===== src/rtl/event_led_flasher_if.sv =====
// Signal bundle between game-state logic (master) and the LED event flasher (slave).
interface event_led_flasher_if #(
    parameter int CH    = 2,
    parameter int VAL_W = 4
);
    logic [CH*VAL_W-1:0] val;
    logic [CH*3-1:0]     color_cfg;
    logic [CH-1:0]       mode;
    logic [CH*3-1:0]     led;
    logic [CH-1:0]       busy;

    modport master (output val, output color_cfg, output mode, input led, input busy);
    modport slave  (input val, input color_cfg, input mode, output led, output busy);
endinterface


===== src/rtl/event_led_flasher.sv =====
// Multi-channel event indicator: any change of a watched value lights the
// channel's LED (solid or blinking) for HOLD_TICKS prescaler ticks.
module event_led_flasher #(
    parameter int CH         = 2,
    parameter int VAL_W      = 4,
    parameter int PRESCALE   = 50000,
    parameter int HOLD_TICKS = 8
) (
    input  logic                clk,
    input  logic                rst,
    event_led_flasher_if.slave  io
);
    localparam int CNT_W  = (PRESCALE > 1) ? $clog2(PRESCALE) : 1;
    localparam int HOLD_W = $clog2(HOLD_TICKS + 1);

    logic [CNT_W-1:0]              cnt_q, cnt_d;
    logic                          tick;
    logic [CH-1:0][VAL_W-1:0]      shadow_q, shadow_d;
    logic [CH-1:0]                 primed_q, primed_d;
    logic [CH-1:0][HOLD_W-1:0]     hold_q, hold_d;
    logic [CH-1:0]                 phase_q, phase_d;
    logic [CH-1:0][2:0]            col_q, col_d;
    logic [CH*3-1:0]               led_q, led_d;

    always_comb begin
        tick  = (cnt_q == CNT_W'(PRESCALE - 1));
        cnt_d = tick ? '0 : cnt_q + CNT_W'(1);
    end

    // Change detection compares against the registered shadow at full rate;
    // a change in a tick cycle reloads and the tick is dropped for that channel.
    always_comb begin
        shadow_d = shadow_q;
        primed_d = primed_q;
        hold_d   = hold_q;
        phase_d  = phase_q;
        col_d    = col_q;
        led_d    = '0;
        for (int unsigned i = 0; i < CH; i++) begin
            if (!primed_q[i]) begin
                shadow_d[i] = io.val[i*VAL_W +: VAL_W];
                primed_d[i] = 1'b1;
            end else if (io.val[i*VAL_W +: VAL_W] != shadow_q[i]) begin
                shadow_d[i] = io.val[i*VAL_W +: VAL_W];
                hold_d[i]   = HOLD_W'(HOLD_TICKS);
                phase_d[i]  = 1'b1;
                col_d[i]    = io.color_cfg[i*3 +: 3];
            end else if (tick && hold_q[i] != '0) begin
                hold_d[i]  = hold_q[i] - HOLD_W'(1);
                phase_d[i] = ~phase_q[i];
            end
            if (hold_d[i] != '0 && (!io.mode[i] || phase_d[i]))
                led_d[i*3 +: 3] = col_d[i];
        end
    end

    always_ff @(posedge clk or posedge rst) begin
        if (rst) begin
            cnt_q    <= '0;
            shadow_q <= '0;
            primed_q <= '0;
            hold_q   <= '0;
            phase_q  <= '0;
            col_q    <= '0;
            led_q    <= '0;
        end else begin
            cnt_q    <= cnt_d;
            shadow_q <= shadow_d;
            primed_q <= primed_d;
            hold_q   <= hold_d;
            phase_q  <= phase_d;
            col_q    <= col_d;
            led_q    <= led_d;
        end
    end

    always_comb begin
        io.led = led_q;
        for (int unsigned i = 0; i < CH; i++)
            io.busy[i] = (hold_q[i] != '0);
    end
endmodule


===== src/flat_wrapper.sv =====
// flat-port wrapper written by rule: the top's interface ports become plain ports
module event_led_flasher_flat 
#(
    parameter int CH         = 2,
    parameter int VAL_W      = 4,
    parameter int PRESCALE   = 50000,
    parameter int HOLD_TICKS = 8
)
  (clk, rst, io_val, io_color_cfg, io_mode, io_led, io_busy);
  event_led_flasher_if #(.CH(CH), .VAL_W(VAL_W)) io_i ();
  input  logic clk;
  input  logic rst;
  input wire logic [$bits(io_i.val)-1:0] io_val;
  input wire logic [$bits(io_i.color_cfg)-1:0] io_color_cfg;
  input wire logic [$bits(io_i.mode)-1:0] io_mode;
  output wire logic [$bits(io_i.led)-1:0] io_led;
  output wire logic [$bits(io_i.busy)-1:0] io_busy;
  assign io_i.val = io_val;
  assign io_i.color_cfg = io_color_cfg;
  assign io_i.mode = io_mode;
  assign io_led = io_i.led;
  assign io_busy = io_i.busy;
  event_led_flasher #(.CH(CH), .VAL_W(VAL_W), .PRESCALE(PRESCALE), .HOLD_TICKS(HOLD_TICKS)) u_core (.clk(clk), .rst(rst), .io(io_i));
endmodule

===== config.mk =====
export PLATFORM = sky130hd
export DESIGN_NAME = event_led_flasher_flat
export DESIGN_NICKNAME = d
export VERILOG_FILES = /design/src/rtl/event_led_flasher_if.sv /design/src/rtl/event_led_flasher.sv /design/src/flat_wrapper.sv
export SDC_FILE = /design/constraint.sdc
export NUM_CORES = 1
export LEC_CHECK = 0
export CAP_MARGIN = 30
export CORE_UTILIZATION = 25
export DETAILED_ROUTE_END_ITERATION = 10
export HOLD_SLACK_MARGIN = 0.15
export PLACE_DENSITY = 0.53
export SLEW_MARGIN = 25
export SYNTH_ARGS = -nofsm -noshare
export SYNTH_HDL_FRONTEND = slang
export SYNTH_SLANG_ARGS = --single-unit

===== constraint.sdc =====
create_clock -name clk -period 2.1 [get_ports clk]
set_input_delay 0.42 -clock clk [delete_from_list [all_inputs] [get_ports clk]]
set_output_delay 0.42 -clock clk [all_outputs]
set_load 0.01 [all_outputs]

==> reports/results.ini, run 1 <==
[job]
maxCapViolations=0

[worst_setup_path]
critical_path.endpoint_type=flip-flop
slowest_stage=sky130_fd_sc_hd__dfrtp_1
cp.arrival_ns=2.26
worst_setup_path_start_kind=flip-flop
crit_path_max_incr_delay_ns=0.41
timing.reg2reg.setup_slack_ns=0.07
worst_setup_path_startpoint=u_core.cnt_q[11]
setup.worst_path.end=u_core.io.led[4]
regToRegEndpoint=u_core.io.led[4]
critical_path_class=reg2reg
worst-r2r-cell-count=7
crit_fanout=8
required_ns=2.33
rr_startpoint=u_core.cnt_q[11]
crit_chain=nor4b_4 > and4_4 > buf_4 > nand4_1 > o21ai_2 > o41ai_4 > nor2b_1

[sta]
final_setup_vio_count=0
max_freq_mhz=492.2
final-max-slew-violation-count=0
worst_slack_ns=0.06838
hold_violations=0
timing.clock.skew_ns=0.01161
hold-worst-slack_ns=0.2846
finalWorstPathRequiredPeriod_ns=2.032
finalCritPeriodShare_pct=96.74

[floorplanning]
fp-row-count=34
die_area_um2=9270
die_x_um=96.28
floorplan.die.height_um=96.28
core_region_area_um2=8678
top_level_ports=26
initial_core_util_pct=25.61

[cells_and_area]
drive_above_1_share_pct=30.65
fillerInstances=885
area.sequential_um2=1176
area_growth_pct=37.16
antennaDiodeCount=0
multi_input_area_um2=1056
post-route-util_pct=35.12
instances_no_fill=356
num-nets-final=268

[logic_synthesis]
share_of_the_yosys_chip_area_belonging_to_registers_pct=52.93
synth_async_sr_flop_share_pct=100.0
ys.warnings.count=0
synth.net_count=216
synth-seq-cells=47
postSynth.topFlopCell=sky130_fd_sc_hd__dfrtp_1
synth_cell_type_count=47
mappedNetlistArea_um2=2222
post_synth.cell_area_avg_um2=11.40
synthesis.instances=195
synth_edf_count=0

[power]
fin_total_pwr_mw=1.932
cellPowerDensity_nw_per_um2=633.9
vdd.ir_drop.worst_uv=399.2
leakage_nw=1.337

[outcome]
outcome=finished, final reports clean

[routing]
antenna_left=0
vias_per_cell=4.435
first_iter_violations=100
drt_pre_antenna_iters=4
total_via_count_in_the_routed_design=1579
route.detailed.wl_per_inst_um=12.47
drt-total-wl_um=4439
drcViolationCount=0

[clock_network]
cts.reportedPaths.clkPinSlew_ns=0.09
clock_sink_count=47
cts_tree=done
clk-insertion-delay-late_ns=0.30
max-clock-path-buffers=2
clock_tree.root_cell=sky130_fd_sc_hd__clkbuf_8
cts_inserted_buffers=5
level_count_of_the_clock_h_tree=2
cts.hold.buffers_added=0

[grt]
global_route_wire_length_before_repair_um=7603
globalRouteTotalUtil_pct=10.68
first_global_vias=1582
grt_antenna_before_repair=0
overflow=0
grt_max_degree=31

[worst_hold_path]
hold_path.class=in2reg

[place]
post-dp-hpwl_um=3143
number_of_placed_instances_taps_included=343
gp_congestion=0.7891
pre_cts_setup_slack_ns=-0.4932
placement.io_buffers=25

[logic make-up after synthesis]
logic type | count (synthesis) | share of synthesized area (%)
flip-flops | 47 | 52.93
adder cells (fa/ha/maj) | 3 | 1.689
buffers and inverters | 20 | 4.392
XOR/XNOR | 22 | 8.671
AO/OA/AOI/OAI | 23 | 9.234
other | 1 | 0.1688
multiplexers | 6 | 3.040
AND/OR/NAND/NOR | 73 | 19.88
[per-stage QoR]
stage	instance area (µm²)	TNS, ns
6_report	3048	0
3_3_place_gp	2755	-2.975
5_1_grt	3048	-0.06288
3_5_place_dp	2755	-3.298
2_1_floorplan	2222	0
4_1_cts	2930	-0.002320
[timing repair]
action | 4_1_cts | 5_1_grt
buffers inserted | 2 | 3
resized for setup | 10 | 21
endpoints found under the setup margin | 5 | 8
pin swaps | 5 | 9
[worst max-delay path, delay by kind of cell (launching register included)]
family                 cells  cell delay, ns
and+or+nand+nor            4            1.01
DFF                        1            0.41
AOI/OAI and AO/OA          2            0.37
buffers and inverters      1            0.17
[registers in the layout, summed over array words and instances (netlist names)]
| register | flops |
|---|---|
| u_core.phase_q | 2 |
| u_core.primed_q | 1 |
| u_core.cnt_q | 16 |
| u_core.shadow_q | 8 |
| u_core.io.led | 6 |
| u_core.col_q | 6 |
| u_core.hold_q | 8 |
[metal layers]
metal	up-vias	track usage, %	part of all wire (%)
li1	782	-	-
met1	767	14.59	49
met2	24	16.43	46
met3	6	2.686	3.5
met4	0	3.483	0.97
met5	-	0	0
[worst min-delay path by stage]
stage                    start                 end  slack (ns)  cells past startpoint
5_1_grt              io_val[5]  u_core.shadow_q[5]        0.28                      1
6_report             io_val[5]  u_core.shadow_q[5]        0.28                      1
3_3_place_gp   u_core.cnt_q[7]     u_core.cnt_q[7]        0.47                      1
4_1_cts                    rst  u_core.shadow_q[6]        0.44                      2
3_5_place_dp   u_core.col_q[4]     u_core.col_q[4]        0.48                      1
2_1_floorplan  u_core.cnt_q[0]     u_core.cnt_q[0]        0.45                      1
[power breakdown]
group          leakage [nW]  switching, mW  internal [mW]  total (mW)
Sequential            0.573         0.0138          0.942       0.956
Clock                0.0654          0.301          0.476       0.777
Combinational         0.699         0.0917          0.108       0.200
[placed cells by master, fill, tap and decap left out, types with 4 or more instances in the layout]
cell type and n:
sky130_fd_sc_hd__buf_4 30, sky130_fd_sc_hd__clkbuf_8 5, sky130_fd_sc_hd__clkdlybuf4s50_1 19, sky130_fd_sc_hd__dfrtp_1 47
sky130_fd_sc_hd__dlymetal6s2s_1 4, sky130_fd_sc_hd__inv_1 7, sky130_fd_sc_hd__mux2_2 6, sky130_fd_sc_hd__nand2_1 12
sky130_fd_sc_hd__nand3_1 8, sky130_fd_sc_hd__nand4_1 7, sky130_fd_sc_hd__nor2_1 17, sky130_fd_sc_hd__nor2b_1 4
sky130_fd_sc_hd__o211ai_1 6, sky130_fd_sc_hd__xor2_1 16
[synthesized netlist by cell type (3+ instances only)]
cell type | number | area [µm²]
sky130_fd_sc_hd__o21ai_0 | 4 | 20.02
sky130_fd_sc_hd__xnor2_1 | 3 | 26.28
sky130_fd_sc_hd__nand4b_1 | 3 | 26.28
sky130_fd_sc_hd__dfrtp_1 | 47 | 1176
sky130_fd_sc_hd__nor2_1 | 17 | 63.81
sky130_fd_sc_hd__nor3_1 | 3 | 15.01
sky130_fd_sc_hd__nor2b_1 | 4 | 25.02
sky130_fd_sc_hd__xor2_1 | 19 | 166.4
sky130_fd_sc_hd__nand3_1 | 8 | 40.04
sky130_fd_sc_hd__clkbuf_1 | 8 | 30.03
sky130_fd_sc_hd__o21ai_1 | 3 | 15.01
sky130_fd_sc_hd__nand4_1 | 7 | 43.79
sky130_fd_sc_hd__mux2_2 | 6 | 67.56
sky130_fd_sc_hd__inv_1 | 8 | 30.03
sky130_fd_sc_hd__o211ai_1 | 6 | 45.04
sky130_fd_sc_hd__ha_1 | 3 | 37.54
sky130_fd_sc_hd__nand2_1 | 13 | 48.80
[final cells by class]
class,count,share of cell area [%]
well taps,108,4.434
clock inverters,2,1.970
inverters,8,0.9852
multi-input cells,128,34.65
clock buffers,6,2.381
flip-flops and latches,47,38.59
repair buffers,57,17.00
Power figures use the tool's default switching activity.
==> inputs of run 2 (changes only) <==
Settings changed: SLEW_MARGIN 25 to 20.
==> results of run 2 <==
The final DEF is identical to that of run 1; final timing and power are the same.
==> inputs of run 3 (changes only) <==
--- a/config.mk
+++ b/config.mk
@@ -7,4 +7,4 @@
 export LEC_CHECK = 0
-export CAP_MARGIN = 30
 export CORE_UTILIZATION = 25
+export CTS_CLUSTER_SIZE = 30
 export DETAILED_ROUTE_END_ITERATION = 10
==> constraint.sdc (replaced) <==
create_clock -name clk -period 2.1 [get_ports clk]
set_input_delay 0.21 -clock clk [delete_from_list [all_inputs] [get_ports clk]]
set_output_delay 0.21 -clock clk [all_outputs]
set_load 0.01 [all_outputs]
==> run 3 against run 2 <==
First-iteration DRC count decreased by 21%. Total power fell by 4.6%. Critical path depth did not move. Final cell count unchanged. Core utilization down 0.62 points. Clock power down 11%. Combinational power about the same. Global-route usage about the same. Flip-flop and latch count stayed put. Maximum frequency is 1.8% lower. Via count up 0.51%. Largest cell class unchanged.
==> reports/results.ini, run 3 (synthesis gave the netlist of run 1 again) <==
[clock_network]
clock_sink_count=47  ; unchanged
cts.reportedPaths.clkPinSlew_ns=0.09  ; about the same
cts_tree=done
clk-insertion-delay-late_ns=0.30  ; about the same
max-clock-path-buffers=2  ; unchanged
cts_inserted_buffers=5  ; unchanged
level_count_of_the_clock_h_tree=2  ; unchanged
clock_tree.root_cell=sky130_fd_sc_hd__clkbuf_8

[place]
pre_cts_setup_slack_ns=-0.2784  ; +0.2148 ns
number_of_placed_instances_taps_included=339  ; -1.2%
placement.io_buffers=25  ; unchanged
cell_area_after_placement_um2=2725  ; -1.1%
post-dp-hpwl_um=3123  ; -0.63%
gp_congestion=0.7983  ; +1.2%

[routing]
total_via_count_in_the_routed_design=1587  ; +0.51%
vias_per_cell=4.458  ; +0.51%
drt_pre_antenna_iters=4  ; unchanged
antenna_left=0  ; unchanged
first_iter_violations=79  ; -21%
route.detailed.wl_per_inst_um=12.28  ; -1.5%
drcViolationCount=0  ; unchanged
drt-total-wl_um=4371  ; -1.5%

[worst_setup_path]
crit_path_max_incr_delay_ns=0.44  ; +0.03 ns
critical_path.endpoint_type=flip-flop
cp.arrival_ns=2.25  ; about the same
regToRegEndpoint=u_core.io.led[5]
slowest_stage=sky130_fd_sc_hd__o41ai_4
rr_startpoint=u_core.cnt_q[12]
crit_fanout=3  ; -5
required_ns=2.28  ; -0.05 ns
cp.buffers_inverters=1  ; unchanged
worst-r2r-cell-count=7  ; unchanged
worst_path_dominant_cell_family=compound AO/OA/AOI/OAI gates
worst_setup_path_start_kind=flip-flop
timing.reg2reg.setup_slack_ns=0.03  ; -0.04 ns
crit_chain=nor4b_4 > buf_4 > nand4_4 > o211ai_1 > o211ai_2 > o41ai_4 > nor2b_1
critical_path_class=reg2reg

[floorplanning]
die_area_um2=9270  ; unchanged
fp-row-count=34  ; unchanged
core_region_area_um2=8678  ; unchanged
top_level_ports=26  ; unchanged
die_x_um=96.28  ; unchanged
floorplan.die.height_um=96.28  ; unchanged
initial_core_util_pct=25.61  ; unchanged

[cells_and_area]
drive_above_1_share_pct=29.03  ; -1.6 points
post-route-util_pct=34.50  ; -0.62 points
mostFrequentLayoutCells=47 x sky130_fd_sc_hd__dfrtp_1, 27 x sky130_fd_sc_hd__buf_4, 23 x sky130_fd_sc_hd__clkdlybuf4s50_1
largest_register_ff_count=16  ; unchanged
area_growth_pct=34.74
layout.cell_area.non_filler_um2=2994  ; -1.8%
num-nets-final=268  ; unchanged
final_common_cell=sky130_fd_sc_hd__dfrtp_1
top_regs=u_core.cnt_q x16, u_core.hold_q x8, u_core.shadow_q x8
antennaDiodeCount=0  ; unchanged
largest-register=u_core.cnt_q
instances_no_fill=356  ; unchanged

[outcome]
outcome=finished, final reports clean

[power]
fin_total_pwr_mw=1.843  ; -4.6%
leakage_nw=1.286  ; -3.8%
cellPowerDensity_nw_per_um2=615.7  ; -2.9%
vdd.ir_drop.worst_uv=306.3  ; -23%

[sta]
worst_slack_ns=0.03196  ; -0.03642 ns
rsz0062_at_grt=true
final_setup_vio_count=0  ; unchanged
finalCritPeriodShare_pct=98.48  ; +1.7 points
max_freq_mhz=483.6  ; -1.8%
hold_violations=0  ; unchanged
timing.clock.skew_ns=0.005660  ; -0.005948 ns
final-max-slew-violation-count=0  ; unchanged
finalWorstPathRequiredPeriod_ns=2.068  ; +0.03642 ns

[grt]
grt_max_degree=31  ; unchanged
globalRouteTotalUtil_pct=10.70  ; +0.025 points
global_route_wire_length_before_repair_um=7514  ; -1.2%
grt_antenna_before_repair=0  ; unchanged
first_global_vias=1612  ; +1.9%
overflow=0  ; unchanged

[worst_hold_path]
hold_path.class=in2async

[job]
maxCapViolations=0  ; unchanged

[run 3: cell types whose count changed in the layout (fill, tap and decap cells not counted), moves of 3 or more]
cell,change
sky130_fd_sc_hd__clkdlybuf4s50_1,+4
sky130_fd_sc_hd__dlymetal6s2s_1,-3
sky130_fd_sc_hd__buf_4,-3
sky130_fd_sc_hd__xor2_1,+3
sky130_fd_sc_hd__xor2_2,-3
sky130_fd_sc_hd__buf_6,+3
[run 3: per-stage QoR]
stage               setup TNS (ns)  hold WS [ns]
floorplan                        0        0.3076
global placement           -0.8092        0.4793
detailed placement         -0.9695        0.4804
CTS                      -0.003714        0.2145
global route               -0.3543        0.2340
finish                           0        0.2055
[run 3: per-layer routing]
layer	share of wire (%)	global-route usage [%]	vias up
met5	0	0	-
met1	49	14.17	775
met4	0.71	2.612	0
met3	4.5	3.476	4
met2	46	16.84	32
li1	-	-	776
[run 3: how the worst max path moves through the flow]
stage	startpoint	endpoint	cells past startpoint
after floorplan	u_core.cnt_q[0]	u_core.io.led[0]	10
after global placement	io_val[4]	u_core.io.led[3]	7
after detailed placement	io_val[4]	u_core.io.led[4]	7
after CTS	u_core.cnt_q[11]	u_core.io.led[4]	8
after global routing	u_core.cnt_q[12]	u_core.io.led[3]	7
final	u_core.cnt_q[12]	u_core.io.led[5]	7
[run 3: final cells by class]
type                       count  area, µm²
fill                         888       5684
sequential                    47       1176
multi-input combinational    128       1016
timing repair buffer          57      519.2
tap                          108      135.1
clock buffer                   6      82.58
clock inverter                 2      35.03
inverter                       8      30.03
[run 3: timing repair]
| action | 4_1_cts | 5_1_grt |
|---|---|---|
| gates cloned | 0 | 0 |
| setup buffers | 5 | 5 |
| hold buffers | 0 | 0 |
| endpoints found under the setup margin | 3 | 8 |
| pin swaps | 4 | 13 |
| resized for setup | 4 | 15 |
[run 3: power breakdown]
group | switching (mW) | leakage, nW | internal [mW]
Combinational | 0.0869 | 0.651 | 0.110
Clock | 0.306 | 0.0612 | 0.385
Sequential | 0.0136 | 0.573 | 0.942
Total | 0.406 | 1.29 | 1.44
